**src/rtl/hba_master_arbiter_if.sv**
```systemverilog
// Bus bundle between the HBA masters, the round-robin arbiter and the shared slave bus.
// The arbiter takes the "master" view; the masters/slaves side takes the "slave" view.
interface hba_master_arbiter_if #(
    parameter int NUM_MASTERS = 4,
    parameter int DBUS_WIDTH  = 8,
    parameter int ADDR_WIDTH  = 12
);
    logic [NUM_MASTERS-1:0]            hba_mrequest_m;
    logic [NUM_MASTERS*ADDR_WIDTH-1:0] hba_abus_m;
    logic [NUM_MASTERS-1:0]            hba_rnw_m;
    logic [NUM_MASTERS-1:0]            hba_select_m;
    logic [NUM_MASTERS*DBUS_WIDTH-1:0] hba_dbus_m;
    logic [NUM_MASTERS-1:0]            hba_mgrant_m;
    logic [ADDR_WIDTH-1:0]             hba_abus;
    logic                              hba_rnw;
    logic                              hba_select;
    logic [DBUS_WIDTH-1:0]             hba_dbus_master;

    modport master (
        input  hba_mrequest_m, hba_abus_m, hba_rnw_m, hba_select_m, hba_dbus_m,
        output hba_mgrant_m, hba_abus, hba_rnw, hba_select, hba_dbus_master
    );

    modport slave (
        output hba_mrequest_m, hba_abus_m, hba_rnw_m, hba_select_m, hba_dbus_m,
        input  hba_mgrant_m, hba_abus, hba_rnw, hba_select, hba_dbus_master
    );
endinterface

```
**src/rtl/hba_master_arbiter.sv**
```systemverilog
// Round-robin arbiter sharing the HBA master port, with a hold-timeout watchdog.
//   state | meaning
//   IDLE  | no grant; pick next eligible requester after last_owner
//   GRANT | owner holds the bus until it drops its request or the watchdog fires
module hba_master_arbiter #(
    parameter int NUM_MASTERS       = 4,
    parameter int DBUS_WIDTH        = 8,
    parameter int PERIPH_ADDR_WIDTH = 4,
    parameter int REG_ADDR_WIDTH    = 8,
    parameter int ADDR_WIDTH        = PERIPH_ADDR_WIDTH + REG_ADDR_WIDTH,
    parameter int TIMEOUT_CYCLES    = 1024
) (
    input  logic                       hba_clk,
    input  logic                       hba_reset,
    hba_master_arbiter_if.master       bus,
    output logic                       timeout_err,
    output logic [2:0]                 timeout_id
);
    localparam int OW = $clog2(NUM_MASTERS);
    localparam int HW = (TIMEOUT_CYCLES > 0) ? $clog2(TIMEOUT_CYCLES + 1) : 1;
    localparam logic [HW-1:0] HOLD_LAST = HW'((TIMEOUT_CYCLES > 0) ? TIMEOUT_CYCLES - 1 : 0);
    localparam logic [OW-1:0] OWNER_MAX = OW'(NUM_MASTERS - 1);
    localparam logic [NUM_MASTERS-1:0] ONE_HOT0 = {{(NUM_MASTERS-1){1'b0}}, 1'b1};

    typedef enum logic {IDLE, GRANT} state_t;

    state_t                 state, state_nxt;
    logic [OW-1:0]          owner, owner_nxt;
    logic [OW-1:0]          last_owner, last_nxt;
    logic [NUM_MASTERS-1:0] grant, grant_nxt;
    logic [NUM_MASTERS-1:0] mask, mask_nxt, mask_set;
    logic [HW-1:0]          hold_cnt, hold_nxt;
    logic                   err_nxt;
    logic [2:0]             id_nxt;
    logic [NUM_MASTERS-1:0] eligible;
    logic [OW-1:0]          idx, pick;
    logic                   found;

    always_ff @(posedge hba_clk or posedge hba_reset) begin
        if (hba_reset) begin
            state       <= IDLE;
            owner       <= '0;
            last_owner  <= OWNER_MAX;
            grant       <= '0;
            mask        <= '0;
            hold_cnt    <= '0;
            timeout_err <= 1'b0;
            timeout_id  <= '0;
        end else begin
            state       <= state_nxt;
            owner       <= owner_nxt;
            last_owner  <= last_nxt;
            grant       <= grant_nxt;
            mask        <= mask_nxt;
            hold_cnt    <= hold_nxt;
            timeout_err <= err_nxt;
            timeout_id  <= id_nxt;
        end
    end

    always_comb begin
        state_nxt = state;
        owner_nxt = owner;
        last_nxt  = last_owner;
        grant_nxt = grant;
        hold_nxt  = hold_cnt;
        err_nxt   = timeout_err;
        id_nxt    = timeout_id;
        mask_set  = '0;
        idx       = '0;
        pick      = '0;
        found     = 1'b0;
        eligible  = bus.hba_mrequest_m & ~mask;

        // Rotating priority: search upward from the slot after the last grantee.
        for (int k = 1; k <= NUM_MASTERS; k++) begin
            idx = OW'((int'(last_owner) + k) % NUM_MASTERS);
            if (!found && eligible[idx]) begin
                found = 1'b1;
                pick  = idx;
            end
        end

        case (state)
            IDLE: begin
                if (found) begin
                    owner_nxt = pick;
                    last_nxt  = pick;
                    grant_nxt = ONE_HOT0 << pick;
                    hold_nxt  = '0;
                    state_nxt = GRANT;
                end
            end
            GRANT: begin
                if (!bus.hba_mrequest_m[owner]) begin
                    grant_nxt = '0;
                    state_nxt = IDLE;
                end else if (TIMEOUT_CYCLES != 0 && hold_cnt == HOLD_LAST) begin
                    grant_nxt       = '0;
                    state_nxt       = IDLE;
                    mask_set[owner] = 1'b1;
                    err_nxt         = 1'b1;
                    id_nxt          = 3'(owner);
                end else if (hold_cnt != '1) begin
                    hold_nxt = hold_cnt + 1'b1;
                end
            end
            default: state_nxt = IDLE;
        endcase

        // A revoked master stays masked until it lets go of its request.
        mask_nxt = (mask & bus.hba_mrequest_m) | mask_set;
    end

    always_comb begin
        bus.hba_mgrant_m    = grant;
        bus.hba_abus        = '0;
        bus.hba_rnw         = 1'b0;
        bus.hba_select      = 1'b0;
        bus.hba_dbus_master = '0;
        if (state == GRANT) begin
            bus.hba_abus        = bus.hba_abus_m[owner*ADDR_WIDTH +: ADDR_WIDTH];
            bus.hba_rnw         = bus.hba_rnw_m[owner];
            bus.hba_select      = bus.hba_select_m[owner];
            bus.hba_dbus_master = bus.hba_dbus_m[owner*DBUS_WIDTH +: DBUS_WIDTH];
        end
    end
endmodule

```
**src/flat_wrapper.sv**
```systemverilog
// flat-port wrapper written by rule: the top's interface ports become plain ports
module hba_master_arbiter_flat 
#(
    parameter int NUM_MASTERS       = 4,
    parameter int DBUS_WIDTH        = 8,
    parameter int PERIPH_ADDR_WIDTH = 4,
    parameter int REG_ADDR_WIDTH    = 8,
    parameter int ADDR_WIDTH        = PERIPH_ADDR_WIDTH + REG_ADDR_WIDTH,
    parameter int TIMEOUT_CYCLES    = 1024
)
  (hba_clk, hba_reset, timeout_err, timeout_id, bus_hba_mrequest_m, bus_hba_abus_m, bus_hba_rnw_m, bus_hba_select_m, bus_hba_dbus_m, bus_hba_mgrant_m, bus_hba_abus, bus_hba_rnw, bus_hba_select, bus_hba_dbus_master);
  hba_master_arbiter_if #(.NUM_MASTERS(NUM_MASTERS), .DBUS_WIDTH(DBUS_WIDTH), .ADDR_WIDTH(ADDR_WIDTH)) bus_i ();
  input  logic hba_clk;
  input  logic hba_reset;
  output logic timeout_err;
  output logic [2:0] timeout_id;
  input wire logic [$bits(bus_i.hba_mrequest_m)-1:0] bus_hba_mrequest_m;
  input wire logic [$bits(bus_i.hba_abus_m)-1:0] bus_hba_abus_m;
  input wire logic [$bits(bus_i.hba_rnw_m)-1:0] bus_hba_rnw_m;
  input wire logic [$bits(bus_i.hba_select_m)-1:0] bus_hba_select_m;
  input wire logic [$bits(bus_i.hba_dbus_m)-1:0] bus_hba_dbus_m;
  output wire logic [$bits(bus_i.hba_mgrant_m)-1:0] bus_hba_mgrant_m;
  output wire logic [$bits(bus_i.hba_abus)-1:0] bus_hba_abus;
  output wire logic [$bits(bus_i.hba_rnw)-1:0] bus_hba_rnw;
  output wire logic [$bits(bus_i.hba_select)-1:0] bus_hba_select;
  output wire logic [$bits(bus_i.hba_dbus_master)-1:0] bus_hba_dbus_master;
  assign bus_i.hba_mrequest_m = bus_hba_mrequest_m;
  assign bus_i.hba_abus_m = bus_hba_abus_m;
  assign bus_i.hba_rnw_m = bus_hba_rnw_m;
  assign bus_i.hba_select_m = bus_hba_select_m;
  assign bus_i.hba_dbus_m = bus_hba_dbus_m;
  assign bus_hba_mgrant_m = bus_i.hba_mgrant_m;
  assign bus_hba_abus = bus_i.hba_abus;
  assign bus_hba_rnw = bus_i.hba_rnw;
  assign bus_hba_select = bus_i.hba_select;
  assign bus_hba_dbus_master = bus_i.hba_dbus_master;
  hba_master_arbiter #(.NUM_MASTERS(NUM_MASTERS), .DBUS_WIDTH(DBUS_WIDTH), .PERIPH_ADDR_WIDTH(PERIPH_ADDR_WIDTH), .REG_ADDR_WIDTH(REG_ADDR_WIDTH), .ADDR_WIDTH(ADDR_WIDTH), .TIMEOUT_CYCLES(TIMEOUT_CYCLES)) u_core (.hba_clk(hba_clk), .hba_reset(hba_reset), .bus(bus_i), .timeout_err(timeout_err), .timeout_id(timeout_id));
endmodule
```
**config.mk**
```make
export PLATFORM = sky130hd
export DESIGN_NAME = hba_master_arbiter_flat
export DESIGN_NICKNAME = d
export VERILOG_FILES = /design/src/rtl/hba_master_arbiter_if.sv /design/src/rtl/hba_master_arbiter.sv /design/src/flat_wrapper.sv
export SDC_FILE = /design/constraint.sdc
export NUM_CORES = 1
export LEC_CHECK = 0
export CAP_MARGIN = 10
export CORE_AREA = 2 2 76 78
export CTS_BUF_LIST = sky130_fd_sc_hd__clkbuf_2
export CTS_CLUSTER_SIZE = 16
export DETAILED_ROUTE_END_ITERATION = 10
export DIE_AREA = 0 0 78 80
export PLACE_DENSITY = 0.81
export SLEW_MARGIN = 20
export SYNTH_ARGS = -nofsm -noshare
export SYNTH_HDL_FRONTEND = slang
export SYNTH_SLANG_ARGS = --single-unit
```
**constraint.sdc**
```tcl
create_clock -name hba_clk -period 2.94 [get_ports hba_clk]
set_clock_uncertainty 0.2 [all_clocks]
set_input_delay 0.441 -clock hba_clk [delete_from_list [all_inputs] [get_ports hba_clk]]
set_output_delay 0.441 -clock hba_clk [all_outputs]
set_load 0.01 [all_outputs]
```
# Yosys cells after proc, flatten, opt, wreduce, memory -nomap -nowiden
# Cells that the tools add are included.
[classes] reduce_logical=11 n_addsub=5 mul=1 n_bitwise=5 eq_ne=7 order_cmp=6 mux=44 n_shift=3
[ops] cell="48-bit by 7-bit indexed part select with 12-bit output" n=1
[ops] cell="11-bit 2-to-1 mux" n=4
[ops] cell="32-bit by 6-bit indexed part select with 8-bit output" n=1
[ops] cell="4-bit 2-to-1 mux" n=6
[ops] cell="11-bit case mux with 2 select lines" n=1
[ops] cell="1-bit 2-to-1 mux" n=17
[ops] cell="2-bit by 3-bit less-than comparator with 1-bit output, second input constant" n=5
[ops] cell="1-bit binary-select mux with 2-bit select" n=7
[ops] cell="12-bit 2-to-1 mux" n=1
[ops] cell="11-bit by 1-bit adder with 11-bit output, second input constant" n=1
[ops] cell="11-bit by 10-bit == test with 1-bit output, second input constant" n=1
[ops] cell="11-bit inequality test, second input constant" n=1
[ops] cell="4-bit AND" n=2
[ops] cell="2-bit 2-to-1 mux" n=4
[ops] cell="8-bit 2-to-1 mux" n=1
[ops] cell="4-bit case mux with 2 select lines" n=1
[ops] cell="2-bit inequality test, second input constant" n=3
[ops] cell="2-bit by 1-bit adder with 2-bit output, second input constant" n=2
[ops] cell="2-bit adder, second input constant" n=2
[ops] cell="1-bit logical AND" n=4
[ops] cell="2-bit by 2-bit multiplier with 4-bit output, second input constant" n=1
[ops] cell="4-bit inverter" n=1
[ops] cell="4-bit bitwise OR" n=1
[ops] cell="2-bit AND reduction" n=2
[ops] cell="other kinds (10)" n=12
[totals] register_bits=27 inputBits=94 output_inout_bits=30 word_cells=90

# Longest topological paths before layout
[depth] ltp_word=17 depth_mapped=7 depth_no_buf=6

# Worst setup path before layout
# OpenSTA, ideal clock, no wires.
[synth_timing] path_type="register to output" start="reg u_core.owner[0]" end="out bus_hba_abus[0]" stages_incl_launch_ff=5 t_arrival_ns=1.629 path_slack_ns=0.670 n_path_buf=2 required_ns=2.299 path_cell_list="dfrtp_1 -> buf_2 -> buf_2 -> mux4_2 -> and2_1"
[synth_between] elab_chain_cells=3
[synth_rtl] item="start, declared" line="hba_master_arbiter.sv:28" source="logic [OW-1:0] owner, owner_nxt;"
[synth_rtl] item="start signal, assigned" line="hba_master_arbiter.sv:51" source="owner <= owner_nxt;"
[synth_rtl] item="2-bit by 2-bit multiplier with 4-bit output" line="hba_master_arbiter.sv:122" source="bus.hba_abus = bus.hba_abus_m[owner*ADDR_WIDTH +: ADDR_WIDTH];"
[synth_rtl] item="48-bit by 7-bit indexed part select with 12-bit output" line="hba_master_arbiter.sv:122"
[synth_rtl] item="12-bit 2-to-1 mux" line="hba_master_arbiter.sv:121" source="if (state == GRANT) begin"
[synth_rtl] item="end, declared" line="flat_wrapper.sv:23" source="output wire logic [$bits(bus_i.hba_abus)-1:0] bus_hba_abus;"
# Every way passes these cells.

# Worst setup path in the final report
[layout_timing] start="reg u_core.owner[0]" end="out bus_hba_dbus_master[1]"
[layout_between] elab_chain_cells=2
[layout_rtl] item="32-bit by 6-bit indexed part select with 8-bit output" line="hba_master_arbiter.sv:125" source="bus.hba_dbus_master = bus.hba_dbus_m[owner*DBUS_WIDTH +: DBUS_WIDTH];"
[layout_rtl] item="8-bit 2-to-1 mux" line="hba_master_arbiter.sv:121"
[layout_rtl] item="end, declared" line="flat_wrapper.sv:26" source="output wire logic [$bits(bus_i.hba_dbus_master)-1:0] bus_hba_dbus_master;"
# Every way passes these cells.

==> metrics list <==
- The min-delay analysis places its worst path in the category primary input to async pin.
- In the finished design, the share of the clock period the worst path needs comes to between 90% and 100%.
* Net count reported at finish: between 400 and 500
* Worst hold margin: 0.196 ns
- Outcome: completed
* Initial Util: 37.3%
- Synthesis instantiated 38 different standard cells from the library.
* Cells after DPL: around 380
* Clock root buffer master: clkbuf_2
- Dividing total power by cell area gives a power density of 689 nW/µm².
* Length of the first detailed-routing pass in iterations: 4
* Critical Path Start Type: flip-flop
- The hold violation total from the final report was 0.
- Largest net degree at the start of global routing: 29
- Final antenna-violating net count: 0
- Setup repair after global routing left no endpoint under its margin.
* Synthesized netlist net count: 285
- Type of destination of the critical path: output pin
- Top flip-flop cell by instance count after synthesis: dfrtp_1
- In the final timing run, aggregate negative setup slack is 0 ns.
- Averaged over all synthesized cells, the footprint is 10.6 µm².
* Total detailed-routing wirelength: 6650 µm
- Headroom to the max-slew limit: 45.5%
* Antenna violations before repair: 0
* Core Rows: 27
* Number of warnings reported in the yosys synthesis log: 0
* Synthesized flop and latch total: 27
* Proportion of synthesized chip area in sequential cells: between 30 and 40%
- In this run the number of H-tree levels came out at 1.
- Number of synthesized flops with an enable pin: 0
- In the routed design, unresolved DRC markers number 0.
* Proportion of layout cells with a drive suffix above 1: 13.6%
* Leading cell type by number of instances after synthesis: dfrtp_1
* Worst Path Arrival: 2.18 ns
- At the later pin of the worst-skew pair, clock insertion delay measures 0.35 ns.
- Peak supply drop: 0.000592 V
* Port Buffer Count: ~120
- The critical path is of the flip-flop to output pin type.
- Synthesis handed over a netlist of 190 instances.
* Cell leakage power: roughly 1.3 nW
- I/O pin count: 124
- HPWL after detailed placement: 5220 µm
- Via count: 2008
* Final Slew Violations: 0
- Overall Global Routing Usage: 20.7%
- Placed inst area: roughly 3300 µm²
- Global-route wire length before repair: 10000 µm
- The die is 80 µm tall.
- Detailed-route vias per instance: 5.26
- Setup violations remaining at the end of the flow were counted as 0.
- Across the run, the number of max-cap violations was 0.
* Horiz. Die Dim: 78 µm
* Number of global-route vias before repair: 1991
- Critical Path RT: 2.30 ns
* Final worst path period need: 2.82 ns
- Cts bufs inserted: 3
- Final standard cell count with taps included and fillers excluded: 382
- Top cell types by occurrence after synthesis: dfrtp_1, and2_1, mux4_2
* Area of the mapped netlist: 2020 µm²
* Endpoint of the worst register-to-register path: u_core.hold_cnt[5]
- Yosys top cell area share: 31.0%
- The startpoint identified for the worst register-to-register timing path is u_core.state.
- Achievable clock frequency: between 0.3 and 0.4 GHz
- FF-to-FF path depth: 5
* Total Power Consumption: 0.00232 W
* Leading post-synthesis cells by cell area: dfrtp_1, mux4_2, and2_1, nand2_1, dfstp_2
* Die Footprint: 6240 µm²
* Average wire per standard cell: 17.4 µm
- Cell taking the most area after synthesis: dfrtp_1
* Final-layout fill cell count: 441
- TritonCTS built the clock tree.
- After routing the design area is approximately 3400 µm².
- Least-Margin Pin Slew: 0.818 ns
- In this run, the number of DRC markers left after iteration 0 of detailed routing was 47.
- In this run the worst path has a maximum fanout of 10.
* Clock transition time at the flip-flop clock pins of the worst setup and hold paths: 0.25 ns
- After floorplanning, the core was sized to cover around 5400 µm².
- GRT overflow: 0
* Number of clock sinks: 27
- Layout overhead on the synthesized area: 67.1%
* Number of buffers on the longest clock path: 2
* Worst reg-to-reg setup slack: 0.62 ns
- Fraction of registers with async set or reset after synthesis: 100%
- Weighted congestion reported at the end of routability-driven placement: 0.768
## metrics by stage
step                      utilization (%)  setup WS [ns]
final                                62.4          0.117
after global routing                 62.4         0.0173
after CTS                            61.9         0.0678
after detailed placement             61.5          0.254
after global placement               61.5          0.261
after floorplan                         -          0.670
## kinds of logic after synthesis
group / synth area share (%)
and+or+nand+nor: 22.6
other: 0.186
adders and majority gates: 0.620
AOI/OAI and AO/OA: 11.2
DFF: 33.6
muxes: 27.8
buffers and inverters: 3.97
## critical path, stage by stage (launching register included)
cell	delay, ns
dfrtp_2	0.49
clkbuf_16	0.20
mux4_2	0.50
and2_1	0.17
clkdlybuf4s50_1	0.48
## flip-flops by register name, indices dropped and copies added (netlist names)
| name | cells |
|---|---|
| u_core.bus.hba_mgrant_m | 4 |
| u_core.hold_cnt | 11 |
| u_core.owner | 2 |
| u_core.mask | 4 |
| u_core.state | 1 |
| u_core.timeout_id | 2 |
| u_core.timeout_err | 1 |
| u_core.last_owner | 2 |
## repair_timing
| action | CTS | global route |
|---|---|---|
| gates cloned | 0 | 1 |
| resized for setup | 1 | 1 |
| buffers inserted | 0 | 0 |
| endpoints found under the hold margin | 0 | 0 |
| endpoints found under the setup margin | 5 | 4 |
| hold buffers | 0 | 0 |
## power breakdown
group | switching, W | internal, W | leakage, nW
sequential | 0.000152 | 0.000457 | 0.356
combinational | 0.000599 | 0.000972 | 0.951
clock | 0.000107 | 0.0000359 | 0.0166
## how the worst max path moves through the flow
stage	cells after the start	slack, ns	startpoint	endpoint
floorplan	4	0.67	u_core.owner[0]	bus_hba_abus[0]
global placement	4	0.26	bus_hba_dbus_m[19]	bus_hba_dbus_master[3]
detailed placement	4	0.25	bus_hba_dbus_m[19]	bus_hba_dbus_master[3]
CTS	4	0.07	u_core.owner[0]	bus_hba_abus[7]
global route	4	0.02	u_core.owner[0]	bus_hba_abus[7]
finish	4	0.12	u_core.owner[0]	bus_hba_dbus_master[1]
## layer usage
layer	global-route usage [%]	part of all wire [%]
met1	24.6	40
met2	37.2	50
met3	4.64	7.8
met4	6.14	1.8
met5	0	0
## area by class of cell
type                            count  area [µm²]  share of cell area [%]
Tap cell                           72        90.1                    2.67
Timing Repair Buffer              127        1300                    38.6
Inverter                            5        18.8                   0.556
Clock buffer                        4        20.0                   0.593
Sequential cell                    27         681                    20.2
Antenna cell                        1        2.50                  0.0742
Multi-Input combinational cell    146        1260                    37.4
## layout by cell type (no fill, tap or decap), types with 2 or more instances in the layout
cell / n
a21oi_1: 10
a22o_1: 3
and2_1: 24
and3_1: 4
buf_12: 2
buf_4: 2
clkbuf_2: 4
clkdlybuf4s50_1: 122
dfrtp_1: 23
dfrtp_2: 2
dfstp_2: 2
inv_1: 5
mux2_2: 3
mux4_2: 23
nand2_1: 17
nand2b_1: 7
nand3_1: 6
nand4_1: 3
nor2_1: 7
nor2b_1: 2
nor3_1: 2
o21ai_0: 4
o21ai_1: 8
o2bb2ai_1: 2
o31ai_1: 2
or3_1: 7
Power figures use the tool's default switching activity.
